File: src/rtl/lsu_align_unit.sv
// Load/store alignment unit: turns one MEM-stage access into one or two
// aligned memory beats and returns the lane-aligned, extended load result.
module lsu_align_unit #(
  parameter int XLEN             = 32,
  parameter bit ALLOW_MISALIGNED = 1'b1
) (
  input  logic            clk,
  input  logic            rst_n,
  input  logic            req_valid,
  output logic            req_ready,
  input  logic            req_we,
  input  logic [2:0]      req_funct3,
  input  logic [XLEN-1:0] req_addr,
  input  logic [XLEN-1:0] req_wdata,
  output logic            mem_req,
  output logic            mem_we,
  output logic [XLEN-1:0] mem_addr,
  output logic [XLEN/8-1:0] mem_be,
  output logic [XLEN-1:0] mem_wdata,
  input  logic            mem_ack,
  input  logic [XLEN-1:0] mem_rdata,
  output logic            resp_valid,
  output logic [XLEN-1:0] resp_data,
  output logic            resp_err
);
  localparam int NB   = XLEN / 8;
  localparam int OFFW = $clog2(NB);
  localparam int SW   = OFFW + 2;

  typedef enum logic [1:0] {IDLE, BEAT0, BEAT1, RESP} state_t;

  state_t            state, nxt;
  logic              we_q, spans_q, resp_err_q;
  logic [2:0]        f3_q;
  logic [XLEN-1:0]   addr_q, wdata_q, rd0_q, resp_data_q;

  // request decode, evaluated on the raw request so the decision is ready at accept
  logic [OFFW-1:0]   req_off;
  logic [3:0]        req_size;
  logic              req_spans, req_legal, req_err;

  assign req_off   = req_addr[OFFW-1:0];
  assign req_size  = 4'd1 << req_funct3[1:0];
  assign req_spans = ({2'b00, req_off} + SW'(req_size)) > SW'(NB);

  always_comb begin
    req_legal = 1'b0;
    if (req_we) begin
      case (req_funct3)
        3'b000, 3'b001, 3'b010: req_legal = 1'b1;
        3'b011:                 req_legal = (XLEN == 64);
        default:                req_legal = 1'b0;
      endcase
    end else begin
      case (req_funct3)
        3'b000, 3'b001, 3'b010, 3'b100, 3'b101: req_legal = 1'b1;
        3'b011, 3'b110:                         req_legal = (XLEN == 64);
        default:                                req_legal = 1'b0;
      endcase
    end
  end

  assign req_err = !req_legal || (req_spans && !ALLOW_MISALIGNED);

  // lane placement over a double-width window; the upper half feeds beat 1
  logic [OFFW-1:0]   off_q;
  logic [2*NB-1:0]   be_mask, be_full;
  logic [2*XLEN-1:0] w_full, r_cat;
  logic [XLEN-1:0]   base_addr, sel, ext, ld_res;

  assign off_q     = addr_q[OFFW-1:0];
  assign base_addr = {addr_q[XLEN-1:OFFW], {OFFW{1'b0}}};

  always_comb begin
    be_mask = '0;
    case (f3_q[1:0])
      2'd0:    be_mask = (2*NB)'(8'h01);
      2'd1:    be_mask = (2*NB)'(8'h03);
      2'd2:    be_mask = (2*NB)'(8'h0F);
      default: be_mask = (2*NB)'(8'hFF);
    endcase
  end

  assign be_full = be_mask << off_q;
  assign w_full  = {{XLEN{1'b0}}, wdata_q} << {off_q, 3'b000};
  assign r_cat   = (state == BEAT1) ? {mem_rdata, rd0_q} : {{XLEN{1'b0}}, mem_rdata};
  assign sel     = XLEN'(r_cat >> {off_q, 3'b000});

  always_comb begin
    ext = '0;
    case (f3_q)
      3'b000:  ext = XLEN'($signed(sel[7:0]));
      3'b001:  ext = XLEN'($signed(sel[15:0]));
      3'b010:  ext = XLEN'($signed(sel[31:0]));
      3'b100:  ext = XLEN'(sel[7:0]);
      3'b101:  ext = XLEN'(sel[15:0]);
      3'b110:  ext = XLEN'(sel[31:0]);
      3'b011:  ext = sel;
      default: ext = '0;
    endcase
  end

  assign ld_res = we_q ? '0 : ext;

  always_comb begin
    nxt = state;
    case (state)
      IDLE:    if (req_valid) nxt = req_err ? RESP : BEAT0;
      BEAT0:   if (mem_ack)   nxt = spans_q ? BEAT1 : RESP;
      BEAT1:   if (mem_ack)   nxt = RESP;
      RESP:    nxt = IDLE;
      default: nxt = IDLE;
    endcase
  end

  always_comb begin
    req_ready = (state == IDLE);
    mem_req   = 1'b0;
    mem_we    = 1'b0;
    mem_addr  = '0;
    mem_be    = '0;
    mem_wdata = '0;
    case (state)
      BEAT0: begin
        mem_req   = 1'b1;
        mem_we    = we_q;
        mem_addr  = base_addr;
        mem_be    = be_full[NB-1:0];
        mem_wdata = w_full[XLEN-1:0];
      end
      BEAT1: begin
        mem_req   = 1'b1;
        mem_we    = we_q;
        mem_addr  = base_addr + XLEN'(NB);
        mem_be    = be_full[2*NB-1:NB];
        mem_wdata = w_full[2*XLEN-1:XLEN];
      end
      default: ;
    endcase
  end

  always_ff @(posedge clk or negedge rst_n) begin
    if (!rst_n) begin
      state       <= IDLE;
      we_q        <= 1'b0;
      spans_q     <= 1'b0;
      f3_q        <= '0;
      addr_q      <= '0;
      wdata_q     <= '0;
      rd0_q       <= '0;
      resp_data_q <= '0;
      resp_err_q  <= 1'b0;
    end else begin
      state <= nxt;
      case (state)
        IDLE: if (req_valid) begin
          we_q        <= req_we;
          f3_q        <= req_funct3;
          addr_q      <= req_addr;
          wdata_q     <= req_wdata;
          spans_q     <= req_spans;
          resp_err_q  <= req_err;
          resp_data_q <= '0;
        end
        BEAT0: if (mem_ack) begin
          rd0_q <= mem_rdata;
          if (!spans_q) resp_data_q <= ld_res;
        end
        BEAT1: if (mem_ack) resp_data_q <= ld_res;
        RESP: begin
          resp_data_q <= '0;
          resp_err_q  <= 1'b0;
        end
        default: ;
      endcase
    end
  end

  assign resp_valid = (state == RESP);
  assign resp_data  = resp_data_q;
  assign resp_err   = resp_err_q;
endmodule
File: config.mk
export PLATFORM = sky130hd
export DESIGN_NAME = lsu_align_unit
export DESIGN_NICKNAME = d
export VERILOG_FILES = /design/src/rtl/lsu_align_unit.sv
export SDC_FILE = /design/constraint.sdc
export NUM_CORES = 1
export LEC_CHECK = 0
export ABC_CLOCK_PERIOD_IN_PS = 5760
export BUFFER_PORTS_ARGS = -buffer_cell sky130_fd_sc_hd__buf_4
export CAP_MARGIN = 40
export CELL_PAD_IN_SITES_DETAIL_PLACEMENT = 1
export CELL_PAD_IN_SITES_GLOBAL_PLACEMENT = 1
export CORE_AREA = 4 4 130 163
export CTS_CLUSTER_DIAMETER = 200
export DETAILED_ROUTE_END_ITERATION = 16
export DIE_AREA = 0 0 134 167
export PLACE_DENSITY_LB_ADDON = 0.1
export SYNTH_ARGS = -nofsm -noshare
export SYNTH_HDL_FRONTEND = slang
export SYNTH_SLANG_ARGS = --single-unit
File: constraint.sdc
create_clock -name clk -period 5.76 [get_ports clk]
set_clock_uncertainty 0.2 [all_clocks]
set_input_delay 1.728 -clock clk [delete_from_list [all_inputs] [get_ports clk]]
set_output_delay 1.728 -clock clk [all_outputs]
set_load 0.01 [all_outputs]
==> summary.txt, run 1 <==
CTS
  – Number of resized instances in the post-cts repair step: 0
  – Clock sink count: 136
  – TritonCTS clock tree: yes
  – Clock buffer depth: 2
  – Worst-path clk slew: ~60 ps
  – Clock buffer count from CTS: 17
  – Later-pin clock latency in the skew report: around 430 ps
  – Number of buffers inserted by hold repair at cts: 0
  – CTS H-Tree Depth: 4
  – Post-CTS Setup Inserts: 0
  – Buffer type at the clock tree root: sky130_fd_sc_hd__clkbuf_16

Logic synthesis
  – Synth area leaders: sky130_fd_sc_hd__dfrtp_1 39%, sky130_fd_sc_hd__mux2_2 14%, sky130_fd_sc_hd__mux2i_1 6.0%, sky130_fd_sc_hd__nand2_1 4.4%, sky130_fd_sc_hd__nor2_1 3.6%
  – Synthesis warning total: 0
  – Synthesized area per cell: slightly below 10 sq um
  – Post-synth top cells: 136 x sky130_fd_sc_hd__dfrtp_1, 106 x sky130_fd_sc_hd__mux2_2, 102 x sky130_fd_sc_hd__nand2_1
  – Sequential-to-total area share from yosys stat: 0.393
  – Top_reg_cell synth: sky130_fd_sc_hd__dfrtp_1
  – Synthesized instance count: 898
  – Number of synthesized flops with an enable pin: 0
  – Flops & latches, synth: 136
  – Fraction of post-synthesis cell area in the top cell type by area: 0.393
  – Share of synthesized flip-flops with an asynchronous set or reset: 1.00
  – Cell area after technology mapping: ~8700 sq um
  – Library cell occupying the most area in the post-synthesis netlist: sky130_fd_sc_hd__dfrtp_1
  – Most repeated cell in the gate-level netlist after synthesis: sky130_fd_sc_hd__dfrtp_1
  – Distinct cells, synth: between 60 and 70

Setup path
  – Crit. End Element: primary output
  – Slowest cell delay on critical path: roughly 760 ps
  – Data required, critical path: around 3800 ps
  – Critical path startpoint category: register
  – Max Fanout on Critical Path: 37
  – Data arrival time of the worst path: 2910 ps
  – Cell Chain, Critical Path: inv_1 > ha_2 > nand2_1 > o22a_1 > nor2_1 > buf_4
  – Type of the worst setup path: register to primary output
  – CP max stage cell: sky130_fd_sc_hd__ha_2

Layout
  – Fraction of layout instances using a drive strength above 1: 0.360
  – Number of nets in the layout: 1182
  – Synthesis-to-layout area growth: 27.1%
  – Final non-filler cell total: 1347
  – Diodes inserted: 0
  – Post-route cell area: around 11000 sq um

Die
  – Initial core utilization: 0.445
  – Die width: ~130 um
  – Die area: roughly 22000 sq um
  – Die height: about 170 um
  – Core box area: 19500 sq um
  – Cell row count: 57
  – Number of ports placed on the die boundary: roughly 210

Run status
  – Status: finished, final reports clean

GRT
  – First-pass GRT wire length: 46700 um
  – Largest net degree at the start of global routing: 80
  – Grt total ovfl: 0
  – Global-route usage over all layers: 0.262
  – Via count of the first global-routing pass: about 8.4k
  – Initial antenna violation count: 0

Pwr
  – Power density over cell area: roughly 610 nW/um^2
  – Total power after layout: ~6.7 mW
  – Static Leak: 4.92 nW
  – VDD IR-drop max: roughly 0.31 mV

Detailed routing
  – Via density per instance: just under 6
  – Routed length on met1: about 12000 um
  – Number of antenna-violating nets in the routed design: 0
  – Drt drc: 0
  – Per-cell routed wire length: 21.9 um
  – Iteration-0 DRC count of the detailed router: slightly below 500
  – Highest metal layer with signal wires: met4
  – Sum of met3 wire segment lengths after detailed routing: ~1600 um
  – First-pass DRT Iterations: 5
  – Post-Route WL: 29500 um
  – Number of vias after detailed routing: roughly 8k
  – Routed length on met2: approximately 15000 um

Timing
  – Slew at the pin closest to its max-slew limit: around 930 ps
  – Tmin final: between 4000 and 5000 ps
  – Setup-violating endpoint count in the final report: 0
  – Hold WS: around 290 ps
  – Achievable Freq: ~210 MHz
  – Final hold violation count: 0
  – Final Max Slew Viols: 0
  – Share of the clock period used by the worst path: 0.839
  – Setup TNS Final: 0 ps
  – RSZ-0062 raised after global routing: false
  – Worst relative slew slack: 0.378

Placement
  – Hpwl dp: 20700 um
  – Gpl congestion: between 0.8 and 0.9
  – Buffers on Ports: just over 200
  – Placed Area: 10400 sq um
  – Cell total after placement: 1315

Hold path
  – Hold Path Class: register to register

Job
  – Max-capacitance violation count: 0
==> layout by cell type (no fill, tap or decap), types with 5 or more instances in the layout <==
cell and instances:
sky130_fd_sc_hd__o211ai_2 8, sky130_fd_sc_hd__clkinvlp_4 5, sky130_fd_sc_hd__o21ai_0 32, sky130_fd_sc_hd__a21oi_1 34, sky130_fd_sc_hd__nand4_1 9, sky130_fd_sc_hd__a32o_1 9
sky130_fd_sc_hd__a31oi_1 9, sky130_fd_sc_hd__a211oi_1 16, sky130_fd_sc_hd__nor2b_1 13, sky130_fd_sc_hd__nand2b_1 6, sky130_fd_sc_hd__dfrtp_1 134, sky130_fd_sc_hd__buf_4 216
sky130_fd_sc_hd__o31ai_1 10, sky130_fd_sc_hd__o21ai_1 22, sky130_fd_sc_hd__ha_1 7, sky130_fd_sc_hd__a22oi_1 16, sky130_fd_sc_hd__o21ba_2 5, sky130_fd_sc_hd__o22a_1 8
sky130_fd_sc_hd__a211o_1 5, sky130_fd_sc_hd__mux2_2 106, sky130_fd_sc_hd__mux2i_1 52, sky130_fd_sc_hd__o2111ai_1 5, sky130_fd_sc_hd__and3_1 9, sky130_fd_sc_hd__nor2_1 83
sky130_fd_sc_hd__nand2_1 100, sky130_fd_sc_hd__o311ai_1 8, sky130_fd_sc_hd__nand3_1 20, sky130_fd_sc_hd__a22o_1 6, sky130_fd_sc_hd__clkbuf_16 17, sky130_fd_sc_hd__inv_1 9
sky130_fd_sc_hd__a2bb2oi_1 5, sky130_fd_sc_hd__nor3_1 12, sky130_fd_sc_hd__mux2_1 11
==> routing by layer <==
metal | vias up | GRT usage
met4 | 0 | 0.0962
met5 | - | 0
met1 | 4012 | 0.324
li1 | 3655 | -
met3 | 55 | 0.0537
met2 | 247 | 0.452
==> kinds of logic after synthesis <==
group | Yosys count | synth area share
buf+inv | 81 | 0.0409
fa+ha+maj | 9 | 0.0139
flops | 136 | 0.393
mux | 170 | 0.215
compound gates | 227 | 0.194
other cells | 1 | 0.000433
simple gates | 274 | 0.143
==> metrics by stage <==
stage | worst slack (ps) | util
after global routing | 682 | 0.565
final | 927 | 0.565
after floorplan | 1820 | -
after detailed placement | 1380 | 0.536
after CTS | 890 | 0.565
after global placement | 1500 | 0.531
==> flip-flops by register name, summed over array words and instances (netlist names) <==
signal and count:
addr_q 32, f3_q 3, rd0_q 32, resp_data 32, resp_err 1, spans_q 1
state 2, wdata_q 32, we_q 1
==> worst max-delay path: cells and delay by family, from the launching register on <==
family / cells / cell delay (ps)
AOI/OAI and AO/OA: 1 / 320
adders and majority gates: 1 / 760
buffers and inverters: 2 / 260
DFF: 1 / 420
and+or+nand+nor: 2 / 690
==> worst paths after layout <==
path / startpoint / end / slack [ps] / depth (start not counted)
min in group asynchronous: rst_n / rd0_q[27] / 970 / 1
setup reg to reg: state[0] / resp_data[30] / 1890 / 7
setup / recovery: state[0] / mem_wdata[8] / 930 / 6
max in group asynchronous: rst_n / addr_q[22] / 3300 / 3
hold / removal: resp_data[4] / resp_data[4] / 290 / 2
hold reg to reg: resp_data[4] / resp_data[4] / 290 / 2
==> where the power goes <==
| part | internal [mW] | total (mW) | switching, mW |
|---|---|---|---|
| Combinational | 1.64 | 3.65 | 2.01 |
| Sequential | 1.39 | 1.93 | 0.545 |
| Clock | 0.620 | 1.08 | 0.465 |
| Total | 3.65 | 6.67 | 3.02 |
==> cell type report <==
class                      instances  area, sq um
clock buffer                      19          453
multi-input combinational        682         4940
timing repair buffer             221         1710
tap                              265          332
clock inverter                    13          121
sequential                       136         3410
fill                            2222         8460
inverter                          11         41.3
No activity file was read; power rests on OpenSTA's default activity.
==> inputs of run 2 (changes only) <==
--- a/config.mk
+++ b/config.mk
@@ -5,15 +5,15 @@
 export SDC_FILE = /design/constraint.sdc
 export NUM_CORES = 1
 export LEC_CHECK = 0
-export ABC_CLOCK_PERIOD_IN_PS = 5760
+export ABC_CLOCK_PERIOD_IN_PS = 4800
 export BUFFER_PORTS_ARGS = -buffer_cell sky130_fd_sc_hd__buf_4
 export CAP_MARGIN = 40
 export CELL_PAD_IN_SITES_DETAIL_PLACEMENT = 1
 export CELL_PAD_IN_SITES_GLOBAL_PLACEMENT = 1
-export CORE_AREA = 4 4 130 163
+export CORE_AREA = 4 4 136 170
 export CTS_CLUSTER_DIAMETER = 200
 export DETAILED_ROUTE_END_ITERATION = 16
-export DIE_AREA = 0 0 134 167
+export DIE_AREA = 0 0 140 174
 export PLACE_DENSITY_LB_ADDON = 0.1
 export SYNTH_ARGS = -nofsm -noshare
 export SYNTH_HDL_FRONTEND = slang
==> constraint.sdc (replaced) <==
create_clock -name clk -period 4.8 [get_ports clk]
set_clock_uncertainty 0.2 [all_clocks]
set_input_delay 1.44 -clock clk [delete_from_list [all_inputs] [get_ports clk]]
set_output_delay 1.44 -clock clk [all_outputs]
set_load 0.01 [all_outputs]
==> run 2 against run 1 <==
Net effect: cell count up 1.8%; core utilization decreased by 4.7 points; count of clock-buffer cells in the layout stayed put; non-clock buffer count rose by 10; wire length grew 0.85%; via count shrank 0.33%; sequential cell count unchanged; worst setup slack lost 470 ps; total power increased by 21%.
==> summary.txt, run 2 (synthesized netlist as in run 1, its figures left out) <==
Run status
  – Status: finished, final reports clean

Placement
  – Buffers on Ports: just over 200
  – Hpwl dp: approximately 22000 um
  – Pre-CTS worst setup slack: about 880 ps
  – Placed Area: about 11000 sq um
  – Gpl congestion: about 0.83

GRT
  – Global-route usage over all layers: 0.243
  – First-pass GRT wire length: about 47000 um
  – Initial antenna violation count: 0
  – Met3 layer usage reported by global route: 0.0449
  – Fraction of met1 tracks used by global routing: 0.305
  – Met2 usage: 0.427
  – Via count of the first global-routing pass: ~8.4k
  – Most heavily used metal layer in global routing: met2
  – Grt total ovfl: 0
  – Largest net degree at the start of global routing: between 60 and 70

Setup path
  – CP Buf/Inv Count: 2
  – Crit. End Element: primary output
  – Data required, critical path: ~3200 ps
  – Critical path startpoint category: register
  – Data arrival time of the worst path: between 2000 and 3000 ps
  – Type of the worst setup path: register to primary output
  – Cell Chain, Critical Path: inv_1 > ha_1 > nand2_1 > or3_1 > o31a_1 > nand2_1 > buf_4
  – Slowest cell delay on critical path: around 460 ps
  – Top Family by Delay on Critical Path: simple AND/OR/NAND/NOR gates
  – CP max stage cell: sky130_fd_sc_hd__or3_1
  – Max Fanout on Critical Path: 16
  – Most common cell on crit path: sky130_fd_sc_hd__nand2_1

Pwr
  – Internal power component: about 4.5 mW
  – Total power after layout: approximately 8 mW
  – Power density over cell area: 727 nW/um^2
  – Part of the power in the clock network: 0.169
  – Net Switching: about 3.6 mW
  – Combinational share of power: 0.550
  – VDD IR-drop max: between 0.3 and 0.4 mV
  – Portion of total power attributed to sequential cells: 0.281
  – Net switching share of the total power: 0.449
  – Static Leak: roughly 5.0 nW

CTS
  – Buffer type at the clock tree root: sky130_fd_sc_hd__clkbuf_16
  – Clock buffer count from CTS: 17
  – TritonCTS clock tree: yes
  – Worst-path clk slew: approximately 60 ps
  – Later-pin clock latency in the skew report: approximately 430 ps
  – CTS H-Tree Depth: 4
  – Clock buffer depth: 2
  – Clock sink count: between 100 and 150
  – Number of resized instances in the post-cts repair step: 0
  – Number of buffers inserted by hold repair at cts: 0
  – Post-CTS Setup Inserts: 0

Timing
  – Share of the clock period used by the worst path: 0.905
  – Setup-violating endpoint count in the final report: 0
  – Slew at the pin closest to its max-slew limit: approximately 900 ps
  – Final hold violation count: 0
  – Final Max Slew Viols: 0
  – Setup TNS Final: 0 ps
  – Hold WS: roughly 290 ps
  – Worst relative slew slack: 0.397
  – RSZ-0062 raised after global routing: false
  – Tmin final: roughly 4300 ps
  – Slack of the critical path: ~460 ps
  – Achievable Freq: approximately 230 MHz

Die
  – Initial core utilization: 0.403
  – Core box area: roughly 21000 sq um
  – Cell row count: 60
  – Number of ports placed on the die boundary: around 210
  – Die width: roughly 140 um
  – Die height: between 150 and 200 um
  – Die area: around 24000 sq um

Hold path
  – Hold Path Class: register to register

Detailed routing
  – Iteration-0 DRC count of the detailed router: between 400 and 500
  – Per-cell routed wire length: approximately 22 um
  – Number of vias after detailed routing: 7943
  – Drt drc: 0
  – Via density per instance: 5.79
  – Post-Route WL: 29800 um
  – First-pass DRT Iterations: 4
  – Number of antenna-violating nets in the routed design: 0

Layout
  – Synthesis-to-layout area growth: 28.4%
  – Post-route cell area: 11100 sq um
  – Number of nets in the layout: between 1k and 1.5k
  – Leading cell type in the layout, fill and taps excluded: sky130_fd_sc_hd__buf_4
  – Fraction of layout instances using a drive strength above 1: 0.367
  – Diodes inserted: 0
  – Commonest cells after routing, fill and taps aside: 228 x sky130_fd_sc_hd__buf_4, 134 x sky130_fd_sc_hd__dfrtp_1, 106 x sky130_fd_sc_hd__mux2_2

Job
  – Max-capacitance violation count: 0
[run 2: cell types whose count changed in the layout (fill, tap and decap cells not counted), sizes merged]
cell and delta:
inv +3, clkinvlp -4, buf +10, bufinv +1
[run 2: area by class of cell]
cell class / instances / area, sq um
clock buffer: 19 / 453
clock inverter: 13 / 156
fill: 2460 / 10400
inverter: 11 / 41.3
multi-input combinational: 682 / 4940
sequential: 136 / 3410
tap: 279 / 349
timing repair buffer: 231 / 1770
[run 2: per-layer routing]
| metal | part of all wire | vias to the layer above |
|---|---|---|
| met5 | 0 | - |
| met4 | 0.022 | 0 |
| met3 | 0.051 | 36 |
| met2 | 0.52 | 221 |
| met1 | 0.41 | 4005 |
| li1 | - | 3681 |
[run 2: final timing paths]
check	from	depth (start not counted)	slack, ps	to
max reg2reg	state[0]	8	1370	resp_data[22]
min reg2reg	resp_data[11]	1	290	resp_data[11]
min	resp_data[11]	1	290	resp_data[11]
max	state[0]	7	460	mem_addr[31]
max in group asynchronous	rst_n	2	2830	rd0_q[18]
min in group asynchronous	rst_n	1	800	rd0_q[28]
[run 2: through the flow]
| step | std cells | utilization |
|---|---|---|
| 2_1_floorplan | 899 | - |
| 3_3_place_gp | 1337 | 0.487 |
| 3_5_place_dp | 1339 | 0.490 |
| 4_1_cts | 1371 | 0.518 |
| 5_1_grt | 1371 | 0.518 |
| 6_report | 1371 | 0.518 |
[run 2: power by group through the flow]
stage	Clock (mW)	Sequential (mW)	Combinational, mW
after floorplan	0	2.02	3.03
after global placement	0	2.24	4.36
after detailed placement	0	2.27	4.45
after CTS	1.39	2.26	4.49
after global routing	1.45	2.35	4.86
final	1.37	2.27	4.44
==> inputs of run 3 (changes only) <==
--- a/config.mk
+++ b/config.mk
@@ -5,7 +5,7 @@
 export SDC_FILE = /design/constraint.sdc
 export NUM_CORES = 1
 export LEC_CHECK = 0
-export ABC_CLOCK_PERIOD_IN_PS = 4800
+export ABC_CLOCK_PERIOD_IN_PS = 4200
 export BUFFER_PORTS_ARGS = -buffer_cell sky130_fd_sc_hd__buf_4
 export CAP_MARGIN = 40
 export CELL_PAD_IN_SITES_DETAIL_PLACEMENT = 1
==> constraint.sdc (replaced) <==
create_clock -name clk -period 4.2 [get_ports clk]
set_clock_uncertainty 0.2 [all_clocks]
set_input_delay 1.26 -clock clk [delete_from_list [all_inputs] [get_ports clk]]
set_output_delay 1.26 -clock clk [all_outputs]
set_load 0.01 [all_outputs]
==> run 3 against run 2 <==
Net effect: final area is 0.57% higher; wire length rose by 0.50%; critical path depth up 2; combinational power grew 15%; total power is 15% higher; worst setup slack worse by 290 ps; global-route usage increased by 0.12 points; largest cell class unchanged.
==> summary.txt, run 3 (synthesized netlist as in run 1, its figures left out) <==
GRT
  – Global-route usage over all layers: 0.245
  – Met2 usage: 0.417
  – Via count of the first global-routing pass: between 8k and 9k
  – Grt total ovfl: 0
  – Most heavily used metal layer in global routing: met2
  – Initial antenna violation count: 0
  – Fraction of met1 tracks used by global routing: 0.307
  – First-pass GRT wire length: 47400 um
  – Largest net degree at the start of global routing: slightly above 70
  – Met3 layer usage reported by global route: 0.0454

Detailed routing
  – Drt drc: 0
  – Per-cell routed wire length: around 22 um
  – Number of antenna-violating nets in the routed design: 0
  – Post-Route WL: 29900 um
  – Via density per instance: just under 6
  – First-pass DRT Iterations: 4
  – Number of vias after detailed routing: 7981
  – Iteration-0 DRC count of the detailed router: between 300 and 400

CTS
  – Worst-path clk slew: ~60 ps
  – Clock buffer depth: 2
  – TritonCTS clock tree: yes
  – CTS H-Tree Depth: 4
  – Number of buffers inserted by hold repair at cts: 0
  – Clock buffer count from CTS: 17
  – Clock sink count: roughly 140
  – Later-pin clock latency in the skew report: between 400 and 500 ps
  – Buffer type at the clock tree root: sky130_fd_sc_hd__clkbuf_16

Hold path
  – Hold Path Class: register to register

Layout
  – Leading cell type in the layout, fill and taps excluded: sky130_fd_sc_hd__buf_4
  – Synthesis-to-layout area growth: 29.1%
  – Diodes inserted: 0
  – Fraction of layout instances using a drive strength above 1: 0.371
  – Commonest cells after routing, fill and taps aside: 232 x sky130_fd_sc_hd__buf_4, 134 x sky130_fd_sc_hd__dfrtp_1, 106 x sky130_fd_sc_hd__mux2_2
  – Core occupancy in the finished layout: 0.521
  – Count of filler cells inserted in the layout: about 2.5k
  – Number of nets in the layout: 1197
  – Register cell area after layout: about 3400 sq um
  – Post-route cell area: 11200 sq um
  – Final non-filler cell total: 1375
  – Footprint of the multi-input gates: 4960 sq um

Setup path
  – Cell Chain, Critical Path: inv_1 > ha_1 > and2_2 > buf_12 > nand2_1 > o21ai_0 > nand2_1 > o311ai_1 > buf_4
  – Top Family by Delay on Critical Path: buffers and inverters
  – Data arrival time of the worst path: 2570 ps
  – Data required, critical path: between 2000 and 3000 ps
  – Crit. End Element: primary output
  – Critical path startpoint category: register
  – Type of the worst setup path: register to primary output
  – Slowest cell delay on critical path: about 490 ps
  – Max Fanout on Critical Path: 18
  – Most common cell on crit path: sky130_fd_sc_hd__nand2_1
  – CP Buf/Inv Count: 3
  – CP max stage cell: sky130_fd_sc_hd__ha_1

Placement
  – Hpwl dp: 21500 um
  – Buffers on Ports: just over 200
  – Pre-CTS worst setup slack: approximately 540 ps
  – Placed Area: around 11000 sq um
  – Cell total after placement: between 1k and 1.5k
  – Gpl congestion: ~0.85

Timing
  – Final Max Slew Viols: 0
  – Final hold violation count: 0
  – Share of the clock period used by the worst path: 0.959
  – Setup TNS Final: 0 ps
  – Setup-violating endpoint count in the final report: 0
  – Slack of the critical path: between 150 and 200 ps
  – Achievable Freq: between 200 and 250 MHz
  – RSZ-0062 raised after global routing: false
  – Tmin final: 4030 ps
  – Worst relative slew slack: 0.487
  – Slew at the pin closest to its max-slew limit: ~770 ps

Die
  – Die area: 24400 sq um
  – Number of ports placed on the die boundary: 209
  – Initial core utilization: 0.403
  – Core box area: 21500 sq um
  – Die height: between 150 and 200 um
  – Cell row count: 60
  – Die width: 140 um

Job
  – Max-capacitance violation count: 0

Pwr
  – Power density over cell area: roughly 830 nW/um^2
  – Static Leak: between 5 and 6 nW
  – VDD IR-drop max: 0.494 mV

Run status
  – Status: finished, final reports clean
-- run 3: changes by cell type in the layout (fill, tap and decap cells not counted), sizes merged --
cell / before / now
buf: 231 / 236
inv: 17 / 14
bufinv: 2 / 3
clkbuf: 19 / 18
clkinv: 4 / 5
clkinvlp: 1 / 2
-- run 3: final cells by class --
cell class	count	area share
inverters	11	0.00369
multi-input cells	682	0.444
flip-flops and latches	136	0.305
repair buffers	236	0.163
well taps	279	0.0312
clock inverters	13	0.0153
clock buffers	18	0.0384
-- run 3: worst paths after layout --
kind / start / endpoint / slack [ps] / cells past startpoint
setup / recovery: state[0] / mem_be[1] / 170 / 9
hold / removal: resp_data[3] / resp_data[3] / 280 / 2
setup reg to reg: addr_q[0] / resp_data[23] / 850 / 7
hold reg to reg: resp_data[3] / resp_data[3] / 280 / 2
max in group asynchronous: rst_n / rd0_q[18] / 2400 / 2
min in group asynchronous: rst_n / rd0_q[28] / 590 / 1
-- run 3: where the power goes --
part | total (mW) | internal (mW) | switching, mW
registers | 2.63 | 1.90 | 0.731
clock network | 1.56 | 0.938 | 0.623
logic | 5.10 | 2.31 | 2.79
-- run 3: per-stage QoR --
step | hold slack (ps) | total power [mW]
global route | 316 | 9.96
floorplan | 271 | 5.78
finish | 285 | 9.30
detailed placement | 276 | 7.72
CTS | 291 | 9.34
global placement | 274 | 7.61
-- run 3: tightest hold or removal path: stages, from the launching register on --
cell                      delay (ps)
sky130_fd_sc_hd__dfrtp_1         340
sky130_fd_sc_hd__nand2_1          50
sky130_fd_sc_hd__o21ai_1          60
-- run 3: repair_timing --
action,4_1_cts,5_1_grt
setup buffers,0,0
endpoints found under the setup margin,0,17
resized for setup,0,6
hold endpoints to repair,0,0
-- run 3: metal layers --
layer / up-vias / routed length [um]
met4: 0 / 870
met2: 242 / 15100
met5: - / 0
met3: 53 / 1590
li1: 3689 / -
met1: 3997 / 12400
